**src/rtl/cpu_types_pkg.sv**
```systemverilog
// Shared types for the fetch-side branch prediction path: the in-flight
// prediction record, the controller state encoding and the PC reset value.
package cpu_types_pkg;

  typedef logic [31:0] word_t;

  localparam word_t PC_RESET = 32'h0000_0000;
  localparam word_t PC_STEP  = 32'h0000_0004;

  typedef struct packed {
    logic [2:0] index;
    logic       predict;
    word_t      target;
    word_t      pc4;
  } bp_rec_t;

  typedef enum logic [0:0] {
    ST_RUN   = 1'b0,
    ST_FLUSH = 1'b1
  } bp_state_e;

endpackage

```
**src/rtl/branch_predict_ctrl_fifo.sv**
```systemverilog
// In-flight prediction FIFO: one record per fetched instruction, popped when
// the instruction resolves in EX. clear wins over push and pop.
module bp_fifo
  import cpu_types_pkg::*;
#(
  parameter int DEPTH = 4
) (
  input  logic                     clk,
  input  logic                     rst,
  input  logic                     push,
  input  logic                     pop,
  input  logic                     clear,
  input  bp_rec_t                  wdata,
  output bp_rec_t                  rdata,
  output logic                     full,
  output logic                     empty,
  output logic [$clog2(DEPTH):0]   count
);

  localparam int AW = $clog2(DEPTH);

  bp_rec_t       mem_r [DEPTH];
  logic [AW:0]   wr_ptr_r;
  logic [AW:0]   rd_ptr_r;
  logic          do_push_s;
  logic          do_pop_s;

  // Pointers carry one extra wrap bit so full and empty are distinguishable.
  assign empty     = (wr_ptr_r == rd_ptr_r);
  assign full      = (wr_ptr_r[AW] != rd_ptr_r[AW]) &&
                     (wr_ptr_r[AW-1:0] == rd_ptr_r[AW-1:0]);
  assign count     = wr_ptr_r - rd_ptr_r;
  assign do_pop_s  = pop & ~empty;
  assign do_push_s = push & (~full | do_pop_s);
  assign rdata     = mem_r[rd_ptr_r[AW-1:0]];

  // Read/write pointer update.
  always_ff @(posedge clk) begin
    if (rst || clear) begin
      wr_ptr_r <= '0;
      rd_ptr_r <= '0;
    end else begin
      if (do_push_s) wr_ptr_r <= wr_ptr_r + (AW+1)'(1);
      if (do_pop_s)  rd_ptr_r <= rd_ptr_r + (AW+1)'(1);
    end
  end

  // Record storage.
  always_ff @(posedge clk) begin
    if (do_push_s && !rst && !clear) begin
      mem_r[wr_ptr_r[AW-1:0]] <= wdata;
    end
  end

endmodule

```
**src/rtl/branch_predict_ctrl.sv**
```systemverilog
// Fetch-side branch prediction controller: steers the PC from the predictor,
// tracks in-flight predictions and redirects/flushes on a mispredict in EX.
module branch_predict_ctrl
  import cpu_types_pkg::*;
#(
  parameter int DEPTH = 4,
  parameter int CNTW  = 16
) (
  input  logic            CLK,
  input  logic            RST,
  input  logic            ihit,
  input  logic            halt,
  output word_t           pc_o,
  output logic            fetch_stall,
  output logic            flush,
  input  logic            ex_valid,
  input  logic            ex_branch,
  input  logic            ex_taken,
  input  word_t           ex_target,
  output logic [2:0]      index_I,
  output logic            PC_en,
  input  logic            predict,
  input  word_t           br_target_O,
  input  logic [2:0]      index_O,
  output logic            br,
  output logic [2:0]      index_update,
  output logic            br_taken,
  output word_t           br_target_I,
  output logic [CNTW-1:0] bcount,
  output logic [CNTW-1:0] mcount
);

  bp_state_e              state_r, state_n;
  bp_rec_t                head_s, push_rec_s;
  logic                   full_s, empty_s;
  logic [$clog2(DEPTH):0] fifo_count_s;
  logic                   run_s, pop_s, mispredict_s, adv_s, br_s, flush_s;
  word_t                  pc4_s, actual_s, pred_s;
  logic                   unused_s;

  assign unused_s = ^{index_O, fifo_count_s};

  assign run_s   = (state_r == ST_RUN);
  assign pc4_s   = pc_o + PC_STEP;
  assign index_I = pc_o[4:2];

  assign pop_s        = run_s & ex_valid & ~empty_s;
  assign actual_s     = (ex_branch & ex_taken) ? ex_target : head_s.pc4;
  assign pred_s       = head_s.predict ? head_s.target : head_s.pc4;
  assign mispredict_s = pop_s & (actual_s != pred_s);
  assign adv_s        = run_s & ihit & ~halt & ~mispredict_s & (~full_s | pop_s);
  assign br_s         = pop_s & ex_branch & ~RST;

  assign PC_en       = adv_s & ~RST;
  assign fetch_stall = full_s & ~pop_s;
  assign flush       = flush_s & ~RST;
  assign push_rec_s  = '{index: index_I, predict: predict, target: br_target_O, pc4: pc4_s};

  bp_fifo #(.DEPTH(DEPTH)) u_fifo (
    .clk   (CLK),
    .rst   (RST),
    .push  (adv_s),
    .pop   (pop_s),
    .clear (mispredict_s),
    .wdata (push_rec_s),
    .rdata (head_s),
    .full  (full_s),
    .empty (empty_s),
    .count (fifo_count_s)
  );

  // Predictor update port: live only in the cycle a branch resolves.
  always_comb begin
    index_update = 3'd0;
    br_taken     = 1'b0;
    br_target_I  = 32'h0000_0000;
    br           = br_s;
    if (br_s) begin
      index_update = head_s.index;
      br_taken     = ex_taken;
      br_target_I  = ex_target;
    end else begin
      br           = 1'b0;
    end
  end

  // Controller state register.
  always_ff @(posedge CLK) begin
    if (RST) state_r <= ST_RUN;
    else     state_r <= state_n;
  end

  // Next state; FLUSH is a single squash cycle.
  always_comb begin
    state_n = state_r;
    flush_s = 1'b0;
    case (state_r)
      ST_RUN: begin
        if (mispredict_s) state_n = ST_FLUSH;
        else              state_n = ST_RUN;
      end
      ST_FLUSH: begin
        flush_s = 1'b1;
        state_n = ST_RUN;
      end
      default: state_n = ST_RUN;
    endcase
  end

  // Fetch PC: a redirect from EX outranks the predicted path.
  always_ff @(posedge CLK) begin
    if (RST) begin
      pc_o <= PC_RESET;
    end else if (mispredict_s) begin
      pc_o <= actual_s;
    end else if (adv_s) begin
      pc_o <= predict ? br_target_O : pc4_s;
    end else begin
      pc_o <= pc_o;
    end
  end

  // Saturating statistics counters.
  always_ff @(posedge CLK) begin
    if (RST) begin
      bcount <= '0;
      mcount <= '0;
    end else begin
      if (br_s && (bcount != {CNTW{1'b1}}))         bcount <= bcount + CNTW'(1);
      if (mispredict_s && (mcount != {CNTW{1'b1}})) mcount <= mcount + CNTW'(1);
    end
  end

endmodule

```
**config.mk**
```make
export PLATFORM = sky130hd
export DESIGN_NAME = branch_predict_ctrl
export DESIGN_NICKNAME = d
export VERILOG_FILES = /design/src/rtl/cpu_types_pkg.sv /design/src/rtl/branch_predict_ctrl_fifo.sv /design/src/rtl/branch_predict_ctrl.sv
export SDC_FILE = /design/constraint.sdc
export NUM_CORES = 1
export LEC_CHECK = 0
export BUFFER_PORTS_ARGS = -buffer_cell sky130_fd_sc_hd__buf_2
export CORE_ASPECT_RATIO = 0.6
export CORE_MARGIN = 2
export CORE_UTILIZATION = 45
export CTS_BUF_LIST = sky130_fd_sc_hd__clkbuf_16
export CTS_CLUSTER_DIAMETER = 30
export DETAILED_ROUTE_END_ITERATION = 6
export SYNTH_ARGS = -nofsm -noshare
export SYNTH_HDL_FRONTEND = slang
export SYNTH_SLANG_ARGS = --single-unit
```
**constraint.sdc**
```tcl
create_clock -name CLK -period 25.9 [get_ports CLK]
set_clock_uncertainty 0.05 [all_clocks]
set_input_delay 0 -clock CLK [delete_from_list [all_inputs] [get_ports CLK]]
set_output_delay 0 -clock CLK [all_outputs]
set_load 0.005 [all_outputs]
```
==> Word level (Yosys, flattened, before mapping) <==
Memories as Yosys holds them, arrays and structs flattened. A register that Yosys moved wholly into a read port is not among the register bits.
Cells that the tools add are included.
{ "totals": {"register_bits": 71, "memories": 1, "in_bits": 75, "word_cells": 67, "ram_bits": 272} }
{ "memory_table": {"columns": ["name", "words", "width", "read_ports", "rd_ports_with_merged_regs", "write_ports", "line_no", "rtl"], "rows": [
  ["u_fifo.mem_r", 4, 68, 1, 1, 1, "branch_predict_ctrl_fifo.sv:22", "bp_rec_t mem_r [DEPTH];"]
]} }
{ "classes": {"reduce_logical": 9, "add_sub_neg": 5, "eq_ne": 6, "mux": 16, "n_bitwise": 24} }
{ "ops": {"columns": ["operator", "n"], "rows": [
  ["$mux W32", 6],
  ["$add A16 B1 Y16 const B", 2],
  ["$add A32 B3 Y32 const B", 1],
  ["$ne A16 B16 Y1 const B", 2],
  ["$ne A32 B32 Y1", 1],
  ["$and A1 B1 Y1", 15],
  ["$not A1 Y1", 7],
  ["$add A3 B1 Y3 const B", 2],
  ["$mux W1", 6],
  ["$logic_and A1 B1 Y1", 5],
  ["$mux W2", 2],
  ["$eq A3 B3 Y1", 1],
  ["$mux W3", 1],
  ["$eq A2 B2 Y1", 1],
  ["$logic_not A1 Y1", 2],
  ["$or A1 B1 Y1", 2],
  ["$pmux W1 S2", 1],
  ["$reduce_bool A2 Y1", 1],
  ["$logic_or A1 B1 Y1", 1],
  ["$ne A1 B1 Y1", 1]
]} }

==> Longest topological paths before layout <==
Gate-level depths: netlist of run 1.
{ "logic_depth": {"ltp_word": 12, "mapped_depth": 16, "ltp_nobuf": 9} }

==> Modules after synthesis <==
Synthesis of run 1 repeated with hierarchy kept, for this count alone.
{ "unflattened": {"hier_cells": 1205, "area_unflattened_um2": 16231.8} }
{ "modules_own_cells": {"columns": ["mod", "area_per_inst_um2", "instances", "cells_per_inst"], "rows": [
  ["bp_fifo", 10366.2, 1, 416],
  ["branch_predict_ctrl", 5865.6, 1, 789]
]} }

==> Worst setup path after synthesis of run 1 <==
OpenSTA, ideal clock, no wires.
{ "synth_timing": {"path_type": "reg-to-reg", "start": "register with a tool-made name", "end": "memory u_fifo.mem_r[3][0] (netlist name) (enable)", "path_stages_with_launch": 15, "setup_time_ns": 0.578, "setup_slack_ns": 17.759, "t_arrival_ns": 7.513, "path_buffers": 6, "cell_sequence": "dfxtp_1 -> clkbuf_1 -> buf_2 -> buf_1 -> mux4_2 -> mux2i_1 -> xor2_1 -> nand4_1 -> o31ai_1 -> o221ai_1 -> o41a_1 -> buf_6 -> buf_6 -> buf_6 -> nor3_1"} }
{ "synth_lines": {"columns": ["element", "line_no"], "rows": [
  ["end: declaration", "branch_predict_ctrl_fifo.sv:22"]
]} }

==> results.env, run 1 <==
OUTCOME='completed'
WORSTSETUPENDPOINTTYPE='register'
SYNTH_FF_TYPE='edfxtp_1'
SYNTHESIS.AREA_MM2=0.0159
HOLD-PATH-CELL-COUNT=5
FINAL.SETUP.TNS_NS=0
PIN_SLEW_WITH_THE_LEAST_HEADROOM_TO_ITS_LIMIT_NS=1.17
NUMBER_OF_ANTENNA_VIOLATIONS_AT_THE_FIRST_CHECK_IN_GLOBAL_ROUTING=3
DETAILED_PLACE_HPWL_MM=28.3
AREA.GROWTH.SYNTH_TO_FINAL_PCT=25.7
SYNTH.LARGEST_AREA_CELL='edfxtp_1'
CLK_LATENCY_NS=0.58
CRITICAL-PATH-TOP-DELAY-FAMILY='buffers and inverters'
YS_ASYNC_SR_FRACTION=0
CELL_INTERNAL_PWR_mW=1.15
WORST-ENDPOINT-REQUIRED_NS=26.04
POST-ROUTE-DRC-COUNT=0
DPL_WORST_SLACK_NS=19.79
TOP_LEVEL_PORTS=182
SYNTH_MOST_COMMON_CELL='edfxtp_1'
DRTITER0DRC=1014
GRT_SETUP_UNREPAIRED='no'
MAPPEDNETLISTNETS=1235
POST_CTS_RESIZE_COUNT=0
CLKPWRFRAC=0.516
BUFFERS_ADDED_ON_PORTS=178
PART_OF_THE_POWER_IN_REGISTERS=0.415
GRT_START_MAX_NET_PINS=69
TIMING.HOLD.WORST_ENDPOINT='u_fifo.wr_ptr_r[0]'
NUMBER_OF_HOLD_SLACK_VIOLATIONS_IN_THE_FINAL_TIMING_REPORT=0
INITIAL_CORE_UTILIZATION=0.455
CPPEAKSTAGEDELAY_NS=0.83
MIN_PERIOD_OVER_PERIOD=0.231
GRT_UTIL_ALL_LAYERS=0.251
FLOORPLAN_DIE_AREA_MM2=0.0368
SYNTH-SEQ-CELLS=345
DETAILROUTE.VIA_COUNT=11100
CRITICAL_PATH_BUF_INV_COUNT=2
WORST-R2R-SETUP-SLACK_NS=19.93
WORST-SETUP-PATH-TYPE='register to register'
NUM-FILL-CELLS=2847
CTS.REPORTEDPATHS.CLKPINSLEW_NS=0.05
POST_CTS_HOLD_BUFFER_COUNT=84
POST_SYNTHESIS_CELL_TYPE_COUNT=55
GRT_PASS1_WL_MM=68.3
WORST_SLEW_MARGIN_REL=0.223
CTS_ROOT_BUF='clkbuf_16'
CTS_TREE='yes'
WORST_PATH_MOST_REPEATED_CELL='buf_4'
SYNTH.TOP_CELL.AREA_SHARE=0.515
FIN_CRIT_NS=5.97
SW_SHARE=0.235
R2R_CELLS=11
FINAL_CRITICAL_PATH_SETUP_SLACK_NS=19.93
DR_VIAS_CELL=5.77
CLOCK_SINK_COUNT=345
CORE_AREA_MM2=0.0349
NUMBER_OF_STANDARD_CELLS_AFTER_SYNTHESIS=1152
ANTENNA_VIOLATING_NETS_LEFT=0
GR-TOTAL-OVERFLOW=0
DIE_H_UM=149
TIMING.FINAL.MAX_SLEW_VIOLATIONS=0
WORST_R2R_ENDPOINT='u_fifo.mem_r[1][65]'
SYNTHTOPCELLSBYCOUNT='edfxtp_1 (272), nand2_1 (107), dfxtp_1 (73)'
FINALWIRELENGTH_MM=45.7
WORST_HOLD_STARTPOINT='halt'
P_SW_uW=353
FMAX_MHz=167
CRIT_PATH_MAX_FANOUT=53
MAX-VDD-IR-DROP_V=0.0000564
CTS_SETUP_BUFFERS=0
CTS.HTREE.LEVELS=2
CTS-ROOT-TO-SINK-BUFFERS=3
YS_SEQ_AREA_FRAC=0.607
SETUP_VIOLATIONS=0
PATH_CELLS='buf_4 > mux4_2 > mux2_4 > a222oi_1 > o2111ai_1 > nor3_1 > a21oi_1 > o41a_2 > nor3_4 > and2_4 > buf_4'
SYNTH-EDFF-COUNT=272
START_KIND='register'
CRITICAL_PATH_ARRIVAL_NS=6.11
CRITICAL-PATH-SLOWEST-CELL='dfxtp_4'
POWER_PER_CELL_AREA_mW_PER_MM2=75.3
MAX_CAP_VIOLATIONS=0
MOST_AREA_CONSUMING_CELLS_AFTER_SYNTHESIS='edfxtp_1 (51%), mux4_2 (9.6%), dfxtp_1 (9.2%), xor2_1 (3.1%), mux2i_1 (2.8%)'
GP_ROUTABILITY_CONGESTION=0.828
HOLDCRITPATHCLASS='input pin to register'
NETS=1499
DIE_WIDTH_UM=246
YOSYSWARNINGS=0
ANTENNA_CELLS_INSERTED=0
SYNTHESIS.AREA_PER_INSTANCE_UM2=13.8
NUM_ROWS=53
DRT_PRE_ANTENNA_ITERS=5
WL_PER_CELL_UM=23.7
TRITONCTS.NUM_BUFFERS=54
LAYOUT-DRIVE-GT1-SHARE=0.267
PWR-SHARE-COMB=0.069
CELLLEAKAGEPOWER_nW=7.32
VIAS_IN_THE_FIRST_GLOBAL_ROUTE=10800
-- kinds of logic (layout without fill, tap and decap cells) --
family	Yosys count	in the layout	synth area share
flip-flops	345	345	0.607
AND/OR/NAND/NOR	343	343	0.106
AO/OA/AOI/OAI	150	150	0.0681
multiplexers	121	121	0.131
XOR/XNOR	97	97	0.0535
buffers and inverters	88	398	0.0285
adder cells (fa/ha/maj)	8	8	0.00631
-- power by group through the flow --
stage	logic (mW)	registers (mW)	clock network [mW]
finish	0.104	0.624	0.775
global route	0.112	0.625	0.810
CTS	0.103	0.624	0.785
detailed placement	0.0912	0.635	0
global placement	0.0897	0.635	0
floorplan	0.0531	0.632	0
-- through the flow --
step | power [mW] | hold slack (ns) | instances | util | area (um^2)
3_5_place_dp | 0.726 | 0.184 | 1743 | 0.491 | 17100
5_1_grt | 1.55 | 0.0856 | 1929 | 0.572 | 20000
4_1_cts | 1.51 | 0.00128 | 1929 | 0.572 | 20000
3_3_place_gp | 0.724 | 0.187 | 1743 | 0.491 | 17100
2_1_floorplan | 0.685 | 0.0481 | 1152 | - | 15900
6_report | 1.50 | 0.0329 | 1929 | 0.572 | 20000
-- cell type report --
class / instances / area, um^2 / area share
repair buffers: 281 / 1880 / 0.0941
inverters: 15 / 56.3 / 0.00282
flip-flops and latches: 345 / 9640 / 0.483
multi-input cells: 719 / 5830 / 0.292
clock buffers: 57 / 1430 / 0.0715
clock inverters: 45 / 541 / 0.0271
well taps: 467 / 584 / 0.0293
-- worst register-to-register path, delay by kind of cell, from the launching register on --
kind	cells	cell delay (ns)
DFF	1	0.83
and+or+nand+nor	3	0.89
AOI/OAI and AO/OA	4	1.29
buffers and inverters	2	1.51
muxes	2	0.96
-- placed cells by master, fill, tap and decap left out, types with 45 or more instances in the layout --
master / synthesis / final
xor2_1: 57 / 57
dlygate4sd3_1: 0 / 84
mux2i_1: 45 / 45
buf_2: 10 / 177
edfxtp_1: 272 / 272
mux4_2: 68 / 68
dfxtp_1: 73 / 71
nand2_1: 107 / 107
nor2_1: 67 / 67
clkbuf_16: 0 / 57
-- state kept, by name, indices dropped and copies added (netlist names), named ones only --
register         count
u_fifo.rd_ptr_r      3
pc_o                32
u_fifo.wr_ptr_r      3
u_fifo.mem_r       272
state_r              1
bcount              16
mcount              16
-- worst max path at each step --
| stage | endpoint | slack (ns) | cells past startpoint |
|---|---|---|---|
| finish | u_fifo.mem_r[1][65] | 19.93 | 11 |
| CTS | u_fifo.mem_r[1][65] | 19.79 | 11 |
| detailed placement | u_fifo.mem_r[1][18] | 19.79 | 11 |
| floorplan | u_fifo.mem_r[3][0] | 17.76 | 14 |
| global route | u_fifo.mem_r[1][65] | 19.50 | 11 |
| global placement | u_fifo.mem_r[1][18] | 19.84 | 11 |
-- per-layer routing --
| layer | GRT usage | up-vias | share of wire |
|---|---|---|---|
| met5 | 0 | - | 0.00059 |
| met4 | 0.0765 | 4 | 0.025 |
| met3 | 0.0522 | 85 | 0.087 |
| met2 | 0.360 | 492 | 0.43 |
| met1 | 0.382 | 5581 | 0.46 |
| li1 | - | 4967 | - |
(Power assumes the default switching activity.)
==> inputs of run 2 (changes only) <==
Settings changed: PLACE_DENSITY set to 0.67.
Clock period 25.9 ns to 5.1 ns, I/O delays scaled along.
==> results.env, run 2 (synthesized netlist as in run 1, its figures left out) <==
OUTCOME='completed'
CORE_AREA_MM2=0.0349  # unchanged
CTS_ROOT_BUF='clkbuf_16'
POST_CTS_HOLD_BUFFER_COUNT=94  # +12%
DR_VIAS_CELL=5.79  # +0.43%
MAX-VDD-IR-DROP_V=0.000358  # +530%
BUFFERS_ADDED_ON_PORTS=178  # unchanged
CTS.HTREE.LEVELS=2  # unchanged
POST_CTS_RESIZE_COUNT=0  # unchanged
AREA.GROWTH.SYNTH_TO_FINAL_PCT=27.7
GRT_UTIL_ALL_LAYERS=0.252  # +0.00136
TOP_LEVEL_PORTS=182  # unchanged
CRITICAL_PATH_ARRIVAL_NS=5.25  # -0.86 ns
DETAILROUTE.VIA_COUNT=11300  # +1.8%
LARGEST_REGISTER_FF_COUNT=272  # unchanged
POST-ROUTE-DRC-COUNT=0  # unchanged
SETUP_VIOLATIONS=0  # unchanged
NETS=1522  # +1.5%
POWER_PER_CELL_AREA_mW_PER_MM2=373  # +390%
TRITONCTS.NUM_BUFFERS=57  # +5.6%
TIMING.HOLD.WORST_ENDPOINT='u_fifo.wr_ptr_r[0]'
R2R_CELLS=12  # +1
MOSTFREQUENTLAYOUTCELL='edfxtp_1'
START_KIND='register'
GRT_SETUP_UNREPAIRED='no'
FMAX_MHz=207  # +24%
WORSTSETUPENDPOINTTYPE='register'
FINALWIRELENGTH_MM=45.9  # +0.46%
MIN_PERIOD_OVER_PERIOD=0.946  # +0.715
DIE_WIDTH_UM=246  # unchanged
WL_PER_CELL_UM=23.5  # -0.93%
DRT_PRE_ANTENNA_ITERS=5  # unchanged
FINAL.SETUP.TNS_NS=0  # unchanged
CTS_TREE='yes'
DPL.CELL_COUNT=1753  # +0.57%
GRT_PASS1_WL_MM=68.9  # +0.93%
WORST_HOLD_STARTPOINT='halt'
VIAS_IN_THE_FIRST_GLOBAL_ROUTE=10900  # +1.1%
FLOORPLAN_DIE_AREA_MM2=0.0368  # unchanged
MAX_CAP_VIOLATIONS=0  # unchanged
LAYOUT-DRIVE-GT1-SHARE=0.271  # +0.00408
FINISH.UTILIZATION=0.581  # +0.00929
CRIT_PATH_MAX_FANOUT=59  # +11%
NUM_ROWS=53  # unchanged
WORST_R2R_ENDPOINT='pc_o[16]'
HOLDCRITPATHCLASS='input pin to register'
NUMBER_OF_ANTENNA_VIOLATIONS_AT_THE_FIRST_CHECK_IN_GLOBAL_ROUTING=0  # -3
HOLD-PATH-CELL-COUNT=5  # unchanged
COUNT_OF_PLACED_STANDARD_CELLS_IN_THE_FINAL_LAYOUT_FILLERS_LEFT_OUT=1956  # +1.4%
TIMING.FINAL.MAX_SLEW_VIOLATIONS=0  # unchanged
LAYOUT.CELLS.MOST_COMMON_LIST='edfxtp_1 (272), buf_2 (177), nand2_1 (107)'
INITIAL_CORE_UTILIZATION=0.455  # unchanged
GP_ROUTABILITY_CONGESTION=0.909  # +9.8%
CLOCK_SINK_COUNT=345  # unchanged
DIE_H_UM=149  # unchanged
CTS.REPORTEDPATHS.CLKPINSLEW_NS=0.06  # about the same
CELLLEAKAGEPOWER_nW=7.50  # +2.5%
WORST-R2R-SETUP-SLACK_NS=0.28  # -19.65 ns
DETAILED_PLACE_HPWL_MM=29.7  # +5.1%
WORST-ENDPOINT-REQUIRED_NS=5.53  # -20.51 ns
DRTITER0DRC=1479  # +46%
CTS_SETUP_BUFFERS=0  # unchanged
PIN_SLEW_WITH_THE_LEAST_HEADROOM_TO_ITS_LIMIT_NS=1.06  # -0.103 ns
GR-TOTAL-OVERFLOW=0  # unchanged
CLK_LATENCY_NS=0.60  # +0.02 ns
GRT_START_MAX_NET_PINS=68  # -1.4%
FIN_CRIT_NS=4.82  # -1.15 ns
ANTENNA_VIOLATING_NETS_LEFT=0  # unchanged
WORST-SETUP-PATH-TYPE='register to register'
CTS-ROOT-TO-SINK-BUFFERS=3  # unchanged
WORST_SLEW_MARGIN_REL=0.285  # +0.0625
NUMBER_OF_HOLD_SLACK_VIOLATIONS_IN_THE_FINAL_TIMING_REPORT=0  # unchanged
[run 2: changes by cell type in the layout (fill, tap and decap cells not counted), sizes merged]
cell / before / now
diode: 0 / 1
clkinvlp: 11 / 4
dlygate4sd3: 84 / 94
inv: 27 / 39
buf: 197 / 207
clkinv: 13 / 18
clkbuf: 57 / 58
bufinv: 9 / 4
[run 2: worst max-delay path by stage]
stage	startpoint	slack [ns]	endpoint	depth (start not counted)
4_1_cts	register	0.40	pc_o[16]	12
2_1_floorplan	register	0.02	u_fifo.mem_r[0][0]	14
6_report	register	0.28	pc_o[16]	12
5_1_grt	register	0.09	pc_o[16]	12
3_5_place_dp	register	0.76	u_fifo.mem_r[1][59]	11
3_3_place_gp	register	0.84	u_fifo.mem_r[1][59]	11
[run 2: metrics by stage]
stage | cell area, um^2 | hold WS, ns | setup slack (ns) | power (mW)
3_5_place_dp | 17400 | 0.183 | 0.764 | 3.69
3_3_place_gp | 17400 | 0.185 | 0.842 | 3.68
5_1_grt | 20300 | 0.0787 | 0.0883 | 7.78
4_1_cts | 20300 | 0.00998 | 0.400 | 7.59
6_report | 20300 | 0.0458 | 0.275 | 7.55
2_1_floorplan | 15900 | 0.0481 | 0.0194 | 3.48
[run 2: critical path, stage by stage (launching register included)]
cell and delay (ns):
dfxtp_4 0.37, mux4_2 0.70, buf_4 0.31, mux2i_1 0.23, xor2_1 0.42, o2111ai_1 0.23
o31ai_1 0.28, o221ai_1 0.17, o41a_2 0.50, buf_4 0.39, a221oi_1 0.33, a311oi_1 0.09
dlygate4sd3_1 0.61
[run 2: layer usage]
metal / global-route usage / vias up / wire length, um
met2: 0.364 / 568 / 20100
met3: 0.0662 / 74 / 4740
li1: - / 5016 / -
met5: 0 / - / 0
met4: 0.0795 / 0 / 1090
met1: 0.372 / 5675 / 20000
[run 2: cell type report]
type,count,area (um^2)
diodes,1,2.50
clock buffers,58,1450
clock inverters,50,487
fillers,2792,14600
inverters,15,56.3
multi-input cells,719,5840
flip-flops and latches,345,9640
well taps,467,584
repair buffers,301,2210
[run 2: power breakdown]
part	switching, mW	internal, mW
registers	0.0623	3.11
logic	0.315	0.230
clock network	1.50	2.34
